[src/rtl/hilo_muldiv.sv]
// hilo_muldiv: HI/LO register pair with an iterative multiply/divide unit.
// MULT/DIV run one shift-add or restoring shift-subtract step per cycle on
// operand magnitudes. The sign of the result is applied when HI/LO are written.
// MTHI/MTLO load HI or LO directly in a single cycle.
module hilo_muldiv #(
  parameter int WIDTH = 32
) (
  input  logic             clk,
  input  logic             rst_n,
  input  logic             start,
  input  logic [1:0]       op,
  input  logic             sign,
  input  logic [WIDTH-1:0] A,
  input  logic [WIDTH-1:0] B,
  output logic [WIDTH-1:0] hi,
  output logic [WIDTH-1:0] lo,
  output logic             busy,
  output logic             done,
  output logic             div_by_zero
);

  localparam int CNT_W = $clog2(WIDTH) + 1;
  localparam logic [CNT_W-1:0] LAST_ITER = CNT_W'(WIDTH - 1);

  localparam logic [1:0] OP_MULT = 2'b00;
  localparam logic [1:0] OP_DIV  = 2'b01;
  localparam logic [1:0] OP_MTHI = 2'b10;
  localparam logic [1:0] OP_MTLO = 2'b11;

  typedef enum logic [1:0] {
    IDLE = 2'b00,
    CALC = 2'b01,
    FIN  = 2'b10
  } stateT;

  stateT state;
  stateT stateNext;

  // Control strobes decoded from the current state and the request inputs.
  logic acceptMove;
  logic acceptCalc;
  logic acceptZeroDiv;

  // Working registers, shared between multiply and divide.
  //   MULT: workHi holds the running upper product half, and workLo holds
  //         the multiplier being shifted out / the lower product half.
  //   DIV:  workHi holds the partial remainder, and workLo holds the
  //         dividend being shifted out / the quotient being shifted in.
  logic [CNT_W-1:0] count;
  logic [WIDTH-1:0] workHi;
  logic [WIDTH-1:0] workLo;
  logic [WIDTH-1:0] operand;   // multiplicand (MULT) or divisor (DIV) magnitude
  logic             isDiv;
  logic             zeroDiv;
  logic             negRes;    // negate product / quotient
  logic             negRem;    // negate remainder (follows the dividend sign)

  // Operand magnitudes at acceptance.
  logic [WIDTH-1:0] magA;
  logic [WIDTH-1:0] magB;

  // One-step results for each iteration kind.
  logic [WIDTH:0]   mulSum;
  logic [WIDTH-1:0] mulHi;
  logic [WIDTH-1:0] mulLo;
  logic [WIDTH:0]   divShift;
  logic [WIDTH:0]   divTrial;
  logic [WIDTH-1:0] divHi;
  logic [WIDTH-1:0] divLo;

  // Final signed results.
  logic [2*WIDTH-1:0] prodMag;
  logic [2*WIDTH-1:0] prodRes;
  logic [WIDTH-1:0]   quoRes;
  logic [WIDTH-1:0]   remRes;

  assign magA = (sign && A[WIDTH-1]) ? (~A + 1'b1) : A;
  assign magB = (sign && B[WIDTH-1]) ? (~B + 1'b1) : B;

  // Shift-add step: conditionally add the multiplicand, then shift right one bit.
  assign mulSum = {1'b0, workHi} + (workLo[0] ? {1'b0, operand} : {(WIDTH+1){1'b0}});
  assign mulHi  = mulSum[WIDTH:1];
  assign mulLo  = {mulSum[0], workLo[WIDTH-1:1]};

  // Restoring step: shift in the next dividend bit and keep the difference if it is non-negative.
  assign divShift = {workHi, workLo[WIDTH-1]};
  assign divTrial = divShift - {1'b0, operand};
  assign divHi    = divTrial[WIDTH] ? divShift[WIDTH-1:0] : divTrial[WIDTH-1:0];
  assign divLo    = {workLo[WIDTH-2:0], ~divTrial[WIDTH]};

  assign prodMag = {workHi, workLo};
  assign prodRes = negRes ? (~prodMag + 1'b1) : prodMag;
  assign quoRes  = negRes ? (~workLo + 1'b1) : workLo;
  assign remRes  = negRem ? (~workHi + 1'b1) : workHi;

  // State register.
  always_ff @(posedge clk or negedge rst_n) begin
    if (!rst_n) begin
      state <= IDLE;
    end else begin
      state <= stateNext;
    end
  end

  // Next-state logic and acceptance decoding; a start is only sampled in IDLE.
  always_comb begin
    stateNext     = state;
    acceptMove    = 1'b0;
    acceptCalc    = 1'b0;
    acceptZeroDiv = 1'b0;
    case (state)
      IDLE: begin
        if (start) begin
          case (op)
            OP_MULT: begin
              acceptCalc = 1'b1;
              stateNext  = CALC;
            end
            OP_DIV: begin
              if (B == '0) begin
                acceptZeroDiv = 1'b1;
                stateNext     = FIN;
              end else begin
                acceptCalc = 1'b1;
                stateNext  = CALC;
              end
            end
            default: begin
              acceptMove = 1'b1;
            end
          endcase
        end
      end
      CALC: begin
        if (count == LAST_ITER) begin
          stateNext = FIN;
        end
      end
      FIN: begin
        stateNext = IDLE;
      end
      default: begin
        stateNext = IDLE;
      end
    endcase
  end

  // Datapath: operand capture, per-cycle iteration, HI/LO writeback and status pulses.
  always_ff @(posedge clk or negedge rst_n) begin
    if (!rst_n) begin
      hi          <= '0;
      lo          <= '0;
      busy        <= 1'b0;
      done        <= 1'b0;
      div_by_zero <= 1'b0;
      count       <= '0;
      workHi      <= '0;
      workLo      <= '0;
      operand     <= '0;
      isDiv       <= 1'b0;
      zeroDiv     <= 1'b0;
      negRes      <= 1'b0;
      negRem      <= 1'b0;
    end else begin
      done        <= 1'b0;
      div_by_zero <= 1'b0;

      if (acceptMove) begin
        if (op == OP_MTHI) begin
          hi <= A;
        end else begin
          lo <= A;
        end
        done <= 1'b1;
      end

      if (acceptCalc) begin
        busy    <= 1'b1;
        count   <= '0;
        isDiv   <= (op == OP_DIV);
        zeroDiv <= 1'b0;
        negRes  <= sign & (A[WIDTH-1] ^ B[WIDTH-1]);
        negRem  <= sign & A[WIDTH-1];
        workHi  <= '0;
        if (op == OP_DIV) begin
          operand <= magB;
          workLo  <= magA;
        end else begin
          operand <= magA;
          workLo  <= magB;
        end
      end

      if (acceptZeroDiv) begin
        isDiv   <= 1'b1;
        zeroDiv <= 1'b1;
      end

      if (state == CALC) begin
        count <= count + CNT_W'(1);
        if (isDiv) begin
          workHi <= divHi;
          workLo <= divLo;
        end else begin
          workHi <= mulHi;
          workLo <= mulLo;
        end
      end

      if (state == FIN) begin
        busy <= 1'b0;
        done <= 1'b1;
        if (zeroDiv) begin
          div_by_zero <= 1'b1;
        end else if (isDiv) begin
          hi <= remRes;
          lo <= quoRes;
        end else begin
          hi <= prodRes[2*WIDTH-1:WIDTH];
          lo <= prodRes[WIDTH-1:0];
        end
      end
    end
  end

endmodule

[config.mk]
export PLATFORM = sky130hd
export DESIGN_NAME = hilo_muldiv
export DESIGN_NICKNAME = d
export VERILOG_FILES = /design/src/rtl/hilo_muldiv.sv
export SDC_FILE = /design/constraint.sdc
export NUM_CORES = 1
export LEC_CHECK = 0
export BUFFER_PORTS_ARGS = -buffer_cell sky130_fd_sc_hd__buf_4
export CORE_ASPECT_RATIO = 0.7
export CORE_MARGIN = 5
export CORE_UTILIZATION = 58
export CTS_CLUSTER_SIZE = 16
export DETAILED_ROUTE_END_ITERATION = 10
export PLACE_DENSITY_LB_ADDON = 0.15
export SLEW_MARGIN = 10
export SYNTH_ARGS = -nofsm -noshare
export SYNTH_HDL_FRONTEND = slang
export SYNTH_SLANG_ARGS = --single-unit
[constraint.sdc]
create_clock -name clk -period 3.9 [get_ports clk]
set_clock_uncertainty 0.1 [all_clocks]
set_input_delay 0.195 -clock clk [delete_from_list [all_inputs] [get_ports clk]]
set_output_delay 0.195 -clock clk [all_outputs]
set_load 0.01 [all_outputs]
# Yosys cells after proc, flatten, opt, wreduce, memory -nomap -nowiden
# Cells that the tools add are included.
# op_classes
n_reduce_logical	10
n_mux	53
add_sub_neg	8
bitwise	9
eq_ne	8
# op_table
op	n
$mux W32	24
$add A32 B1 Y32 const B	4
$not A32 Y32	4
$add A64 B1 Y64 const B	1
$mux W64	1
$not A64 Y64	1
$add A32 B32 Y33	1
$sub A33 B32 Y33	1
$logic_not A32 Y1	1
$mux W1	20
$mux W6	2
$pmux W2 S2	2
$add A6 B1 Y6 const B	1
$eq A6 B5 Y1 const B	1
$mux W2	3
$reduce_bool A2 Y1	3
$eq A2 B1 Y1 const B	2
$eq A2 B2 Y1 const B	2
$logic_not A2 Y1	2
$ne A2 B2 Y1 const B	2
$ne A3 B2 Y1 const B	1
$reduce_and A3 Y1	1
$and A1 B1 Y1	2
$logic_and A1 B1 Y1	2
other kinds (4)	4
# totals
output_inout_bits	67
register_bits	175
input_bits	70
wordCells	102

# Longest topological paths before layout
# Gate-level depths: netlist of the first run.
# depth
depth_word	8
ltp_mapped	15
depth_no_buf	14

# Worst setup path before layout of the first run
# OpenSTA, ideal clock, no wires.
# synth_path
path_type	reg2reg
startpoint	register workLo[0]
endpoint	register workHi[30]
path_stages_with_launch	15
synth_period_minus_slack_ns	3.256
setup_slack_ns	0.644
setup_time_ns	0.132
path_buffers	1
required_time_ns	3.668
arrival_ns	3.024
cell_sequence	dfrtp_1 inv_1 clkbuf_1 nor2_1 ha_1 a21o_1 a31o_2 o211ai_1 a2111o_1 a211oi_1 o21ai_0 o21ai_1 mux2i_1 a221oi_1 o21ai_1
# synth_between
elab_chain_cells	4
# synth_lines
element	line	rtl
start: declaration	51	logic [WIDTH-1:0] workLo;
start signal: assignment	187	workLo <= magA;
start signal: assignment	190	workLo <= magB;
start signal: assignment	203	workLo <= divLo;
$mux W32	81	assign mulSum = {1'b0, workHi} + (workLo[0] ? {1'b0, operand} : {(WIDTH+1){1'b0}});
$add A32 B32 Y33	81	
$mux W32	201	if (isDiv) begin
$mux W32	199	if (state == CALC) begin
end signal: assignment	202	workHi <= divHi;
end signal: assignment	205	workHi <= mulHi;
end: declaration	50	logic [WIDTH-1:0] workHi;
# Every way passes these cells.
# A chain may end at the register's enable or synchronous reset.

# Final worst setup path of the first run
# layout_path
startpoint	register workHi[0]
endpoint	register workHi[25]
# layout_between
elab_chain_cells	4
word_cells_on_any_way	5
classes_between	add/sub (2); mux (3)
# layout_lines
element	line	rtl
$sub A33 B32 Y33	87	assign divTrial = divShift - {1'b0, operand};
$mux W32	88	assign divHi = divTrial[WIDTH] ? divShift[WIDTH-1:0] : divTrial[WIDTH-1:0];
$mux W32 *	201	
$mux W32 *	199	
# Mark *: on every way between the ends. The rest lies on a longest branch, timed or not.

==> results by group, run 1 <==
Worst setup path
  • Worst r2r dst: workHi[25]$_DFFE_PN0P_
  • R2R Path Start: workHi[0]$_DFFE_PN0P_
  • Reg2Reg Depth: 11
  • Worst Path Required: between 4 and 5 ns
  • Setup crit start kind: flip-flop
  • CP startpoint: workHi[0]$_DFFE_PN0P_
  • Setup CP Type: reg2reg
  • R2r setup slk: approximately 0.21 ns
  • Setup crit end kind: flip-flop
  • Crit path max fanout: 8
  • Arrival @ worst endpoint: about 4.0 ns

Logic synthesis
  • Yosys top cell by area: dfrtp_1
  • Area share of the largest cell type after synthesis: 28.7%
  • Seq/Total Area, Yosys: 28.7%
  • Most frequent cell after synthesis: nand2_1
  • Post-Syn Area: 15200 um2
  • Post-Syn Instances: between 1500 and 2000
  • Async set-reset flop share out of synthesis: 100%
  • Synth cell types: 82
  • Syn nets: 2061
  • Syn Area/Cell: 7.94 um2
  • Area contributors post-synth: dfrtp_1 29%, mux2i_1 7.7%, o21ai_0 5.9%
  • Post-synth EDFFs: 0
  • Post-synth top cells: 209 x nand2_1, 179 x o21ai_0, 176 x nor2_1
  • Syn. warnings: 0
  • Top_reg_cell synth: dfrtp_1
  • Synth Register Bits: between 150 and 200

Global route
  • Antenna violations before repair: 1
  • GR Overflow Total: 0
  • First-pass GRT wire length: around 83000 um
  • Gr usage total: a little over a third
  • Largest net degree at the start of global routing: between 80 and 90
  • Vias in the first global route: around 15000

Power and ir drop
  • Seq pwr share: around 23%
  • VDD IR max: between 500 and 600 uV
  • Clk pwr share: between 10 and 15%
  • Leak: 0.00778 uW
  • Switching Fraction: between 40 and 50%
  • Combinational group share of total power: between 60% and 70%
  • Int Power: ~7500 uW
  • Sw power: about 6900 uW
  • Pwr dens: between 800 and 900 nW/um2
  • Final Power: 14400 uW

Clocking
  • TritonCTS clock tree: built
  • Longest Clk Path Bufs: 2
  • CTS root buf: clkbuf_16
  • Htree depth: 4
  • Register clock-pin slew on the reported worst setup and hold paths: around 0.080 ns
  • CTS Sinks: 175
  • Worst skew pair latency: approximately 0.47 ns
  • CTS buffer count: 17

Layout
  • Final #Nets: between 2000 and 2500
  • Design area: between 15000 and 20000 um2
  • Diode count: 0
  • Layout cells sized above 1: between 10 and 15%
  • Layout area overhead: 17.5%

STA
  • Setup TNS Final: 0 ns
  • Pins Over Slew Limit: 0
  • Period minus WS final: 3.69 ns
  • Final hold vios: 0
  • Final setup vio count: 0
  • FMAX: 271 MHz
  • Actual slew at the worst max-slew pin: around 1.1 ns
  • Worst slew margin: 23.4%
  • Fin crit share: between 90% and 100%
  • RSZ-0062 raised after global routing: no

Routing
  • WL per Instance: about 22 um
  • Drt initial violations: about 1700
  • DRT Pass-1 Iters: 6
  • DRC: 0
  • Vias per cell: 6.40
  • Post-Route WL: 53900 um
  • Post-DRT Antenna Nets: 0
  • Vias: 15600

Die
  • Core area: between 20000 and 30000 um2
  • Chip width: 204 um
  • I/O Pins: about 140
  • Die Y: ~150 um
  • Die area: 29700 um2
  • Initial core utilization: a little under 60%
  • Site Rows: 49

Place
  • DP Area: around 17000 um2
  • Port Buf Inserts: between 100 and 150
  • DP HPWL: 40400 um
  • Final GP Congestion: 1.08

Worst hold path
  • Hold Path Sink: lo[28]$_DFF_PN0_
  • Hold wc startpoint: A[28]
  • Worst hold path type: in2reg
  • Hold-critical path depth: 3

Flow run
  • Max Cap Violations: 0

Status
  • Status: complete, no violations
==> cells in the final DEF, fill, tap and decap left out, drive strengths merged, types with 6 or more instances in the layout <==
master	n
and2	12
o31ai	24
dlygate4sd3	31
nand2	210
xor2	74
or3	15
ha	69
a31oi	11
mux2i	117
inv	64
xnor2	101
a21oi	153
a22oi	20
buf	228
nand3	39
o221ai	13
o21ai	206
nor2b	22
a21o	22
nor4b	6
o21a	9
o211ai	17
nor2	177
or4	14
clkbuf	18
nand4	8
nor4	17
nand2b	22
a211oi	53
o41ai	12
dfrtp	175
o21bai	8
nor3	35
==> kinds of logic after synthesis <==
group           Yosys count  synth area share, %
fa+ha+maj                71                 5.92
xor+xnor                175                 10.1
mux                     121                 7.98
compound gates          589                 23.7
simple gates            605                 18.8
flops                   175                 28.7
buf+inv                 184                 4.84
==> area by class of cell <==
| cell class | instances | area, um2 |
|---|---|---|
| timing repair buffer | 259 | 2070 |
| fill | 2134 | 7900 |
| clock buffer | 18 | 429 |
| inverter | 59 | 221 |
| tap | 357 | 447 |
| sequential | 175 | 4380 |
| multi-input combinational | 1561 | 10200 |
| clock inverter | 14 | 183 |
==> flip-flops by register name, summed over array words and instances (netlist names), 2 cells and up <==
name / count
workLo: 32
lo: 32
workHi: 32
count: 6
hi: 32
state: 2
operand: 32
==> metal layers <==
metal | up-vias | track usage (%) | part of all wire, %
li1 | 7232 | - | -
met1 | 7447 | 53.0 | 45
met2 | 827 | 49.9 | 41
met3 | 129 | 9.56 | 11
met4 | 2 | 12.4 | 3.5
met5 | - | 0 | 0.024
==> worst max-delay path: stages, from the launching register on <==
cell and delay (ns):
dfrtp_1 0.52, ha_1 0.29, nor2b_1 0.14, o31a_1 0.27, o311ai_1 0.68, a21oi_1 0.19
or4_1 0.56, a31o_2 0.27, a21oi_1 0.17, xnor2_1 0.13, mux2i_1 0.10, a22oi_1 0.19
==> power by group through the flow <==
stage	Clock, uW	Combinational [uW]	Sequential (uW)
after floorplan	0	6240	3060
after detailed placement	0	8920	3230
final	1860	9330	3240
after global routing	1950	10100	3320
after CTS	1870	9010	3210
after global placement	0	8810	3210
==> metrics by stage <==
step	setup slack, ns	instances	utilization, %	hold slack [ns]
2_1_floorplan	0.644	1920	-	-0.201
6_report	0.209	2443	69.4	0.00619
3_5_place_dp	0.199	2376	65.7	0.171
3_3_place_gp	0.276	2376	65.7	0.161
5_1_grt	0.0248	2443	69.4	0.00912
4_1_cts	0.181	2439	69.2	0.000971
==> worst max-delay path by stage <==
stage / end / slack (ns) / cells past startpoint
final: workHi[25]$_DFFE_PN0P_ / 0.21 / 11
after global routing: workHi[31]$_DFFE_PN0P_ / 0.02 / 15
after CTS: workHi[18]$_DFFE_PN0P_ / 0.18 / 13
after detailed placement: workHi[18]$_DFFE_PN0P_ / 0.20 / 13
after global placement: workHi[30]$_DFFE_PN0P_ / 0.28 / 13
after floorplan: workHi[30]$_DFFE_PN0P_ / 0.64 / 14
==> repair_timing <==
action / in CTS / in global routing
buffers inserted: 0 / 4
endpoints found under the hold margin: 104 / 0
hold buffers: 31 / 0
endpoints found under the setup margin: 0 / 15
resized for setup: 0 / 6
No activity file was read; power rests on OpenSTA's default activity.
==> inputs of run 2 (changes only) <==
- GPL_ROUTABILITY_DRIVEN: not set -> 0
- clock period: 3.9 -> 3.8 ns (I/O delays scaled with it)
==> run 2 against run 1 <==
Net effect:
- hold slack got worse by 0.0027 ns
- core utilization down 1.4 points
- flip-flop and latch count stayed put
- critical path depth increased by 3
- critical path type unchanged
==> results by group, run 2 (synthesis results as in run 1) <==
Global route
  • GR Overflow Total: 0 (unchanged)
  • First-pass GRT wire length: 80500 um (was 83400 um)
  • Antenna violations before repair: 0 (was 1)
  • Largest net degree at the start of global routing: 89 (was 81)
  • Gr usage total: 33.5% (was 35.7%)
  • Vias in the first global route: 14500 (about the same)

STA
  • Fin crit share: 95.6% (was 94.6%)
  • Worst slew margin: 40.3% (was 23.4%)
  • Period minus WS final: 3.63 ns (was 3.69 ns)
  • Final hold vios: 0 (unchanged)
  • RSZ-0062 raised after global routing: no (unchanged)
  • FMAX: 275 MHz (was 271 MHz)
  • Final setup vio count: 0 (unchanged)
  • WHS: 0.00348 ns (was 0.00619 ns)
  • Setup TNS Final: 0 ns (unchanged)
  • Actual slew at the worst max-slew pin: 0.887 ns (was 1.14 ns)
  • Pins Over Slew Limit: 0 (unchanged)

Layout
  • Layout cells sized above 1: 13.0% (was 14.1%)
  • Post-Layout Cell Count: 2403 (was 2443)
  • Layout area overhead: 15.2% (was 17.5%)
  • Most frequent cells in the layout: 209 x nand2_1, 191 x buf_4, 177 x o21ai_0 (was 223 x buf_4, 209 x nand2_1, 177 x o21ai_0)
  • Final #Nets: 2174 (was 2214)
  • Commonest non-fill, non-tap cell in the layout: nand2_1 (was buf_4)
  • Diode count: 0 (unchanged)

Clocking
  • TritonCTS clock tree: built (unchanged)
  • CTS Sinks: 175 (unchanged)
  • Longest Clk Path Bufs: 2 (unchanged)
  • Htree depth: 4 (unchanged)
  • CTS buffer count: 17 (unchanged)
  • Register clock-pin slew on the reported worst setup and hold paths: 0.07 ns (was 0.08 ns)
  • CTS root buf: clkbuf_16 (unchanged)
  • Post-CTS setup buffer count: 0 (unchanged)
  • Worst skew pair latency: 0.46 ns (was 0.47 ns)

Routing
  • DRC: 0 (unchanged)
  • Post-Route WL: 51100 um (was 53900 um)
  • WL per Instance: 21.3 um (was 22.1 um)
  • DRT Pass-1 Iters: 8 (was 6)
  • Vias: 15600 (about the same)
  • Vias per cell: 6.49 (was 6.40)
  • Post-DRT Antenna Nets: 0 (unchanged)
  • Drt initial violations: 2306 (was 1687)

Worst setup path
  • Setup crit start kind: flip-flop (unchanged)
  • Setup crit end kind: flip-flop (unchanged)
  • Setup CP Type: reg2reg (unchanged)
  • Arrival @ worst endpoint: 3.85 ns (was 3.98 ns)
  • Crit path max fanout: 16 (was 8)
  • Worst Path Required: 4.02 ns (was 4.19 ns)

Place
  • Port Buf Inserts: 136 (unchanged)
  • Placed cells: 2350 (was 2376)
  • DP HPWL: 38400 um (was 40400 um)

Die
  • I/O Pins: 137 (unchanged)
  • Initial core utilization: 59.1% (unchanged)
  • Chip width: 204 um (unchanged)
  • Core area: 25800 um2 (unchanged)
  • Die Y: 146 um (unchanged)
  • Site Rows: 49 (unchanged)
  • Die area: 29700 um2 (unchanged)

Status
  • Status: complete, no violations (unchanged)

Power and ir drop
  • Leak: 0.00758 uW (was 0.00778 uW)
  • Pwr dens: 808 nW/um2 (was 805 nW/um2)
  • VDD IR max: 398 uV (was 586 uV)

Flow run
  • Max Cap Violations: 0 (unchanged)

Worst hold path
  • Worst hold path type: in2reg (unchanged)
[run 2: cell types whose count changed in the layout (fill, tap and decap cells not counted), moves of 2 or more]
cell           delta
buf_4            -32
dlygate4sd3_1    -10
bufinv_16         -3
clkinv_2          +3
buf_12            +2
[run 2: timing repair]
item                                   in CTS  in global routing
hold buffers                               21                  0
endpoints found under the hold margin      70                  0
resized for setup                           0                  8
setup endpoints to repair                   0                 22
[run 2: cell type report]
class,count,area (um2)
Clock buffer,18,439
Clock inverter,14,108
Fill cell,2168,8250
Inverter,59,221
Multi-Input combinational cell,1561,10200
Sequential cell,175,4380
Tap cell,357,447
Timing Repair Buffer,219,1770
[run 2: metrics by stage]
step | instance area [um2] | total power, uW | util, % | setup WS (ns)
floorplan | 15200 | 9540 | - | 0.544
global placement | 16800 | 11900 | 65.0 | 0.260
detailed placement | 16800 | 12100 | 65.0 | 0.160
CTS | 17500 | 13900 | 67.9 | 0.127
global route | 17600 | 15100 | 68.0 | 0.00222
finish | 17600 | 14200 | 68.0 | 0.166
[run 2: path summary, 6_finish.rpt]
kind                                          from                      end  slack, ns  cells past startpoint
setup / recovery             workLo[0]$_DFFE_PN0P_   workHi[31]$_DFFE_PN0P_       0.17                     14
hold / removal                               A[22]         hi[22]$_DFF_PN0_      0.003                      3
setup reg to reg             workLo[0]$_DFFE_PN0P_   workHi[31]$_DFFE_PN0P_       0.17                     14
hold reg to reg            operand[23]$_DFFE_PN0P_  operand[23]$_DFFE_PN0P_       0.38                      2
max in group asynchronous                    rst_n          hi[6]$_DFF_PN0_       2.45                      3
min in group asynchronous                    rst_n     count[4]$_DFFE_PN0P_       0.14                      2
[run 2: critical path, stage by stage (launching register included)]
cell	delay (ns)
dfrtp_1	0.41
inv_1	0.16
buf_4	0.26
nor2_1	0.08
ha_1	0.34
nand3_1	0.25
nor3_1	0.12
a2111oi_0	0.62
buf_4	0.22
a31oi_2	0.12
a21oi_1	0.25
o21ai_0	0.15
and4b_1	0.23
nor2_1	0.13
a311oi_2	0.05
[run 2: layer usage]
metal | vias to the layer above | global-route usage (%) | share of wire, %
met5 | - | 0 | 0
met4 | 0 | 9.00 | 2.9
met3 | 131 | 6.84 | 11
met2 | 979 | 49.7 | 43
met1 | 7357 | 49.7 | 43
li1 | 7125 | - | -
[run 2: power by group]
part | total (uW) | switching, uW | leakage [uW] | internal [uW]
logic | 9160 | 5290 | 0.00525 | 3870
clock network | 1720 | 858 | 0.000270 | 866
registers | 3300 | 801 | 0.00206 | 2500
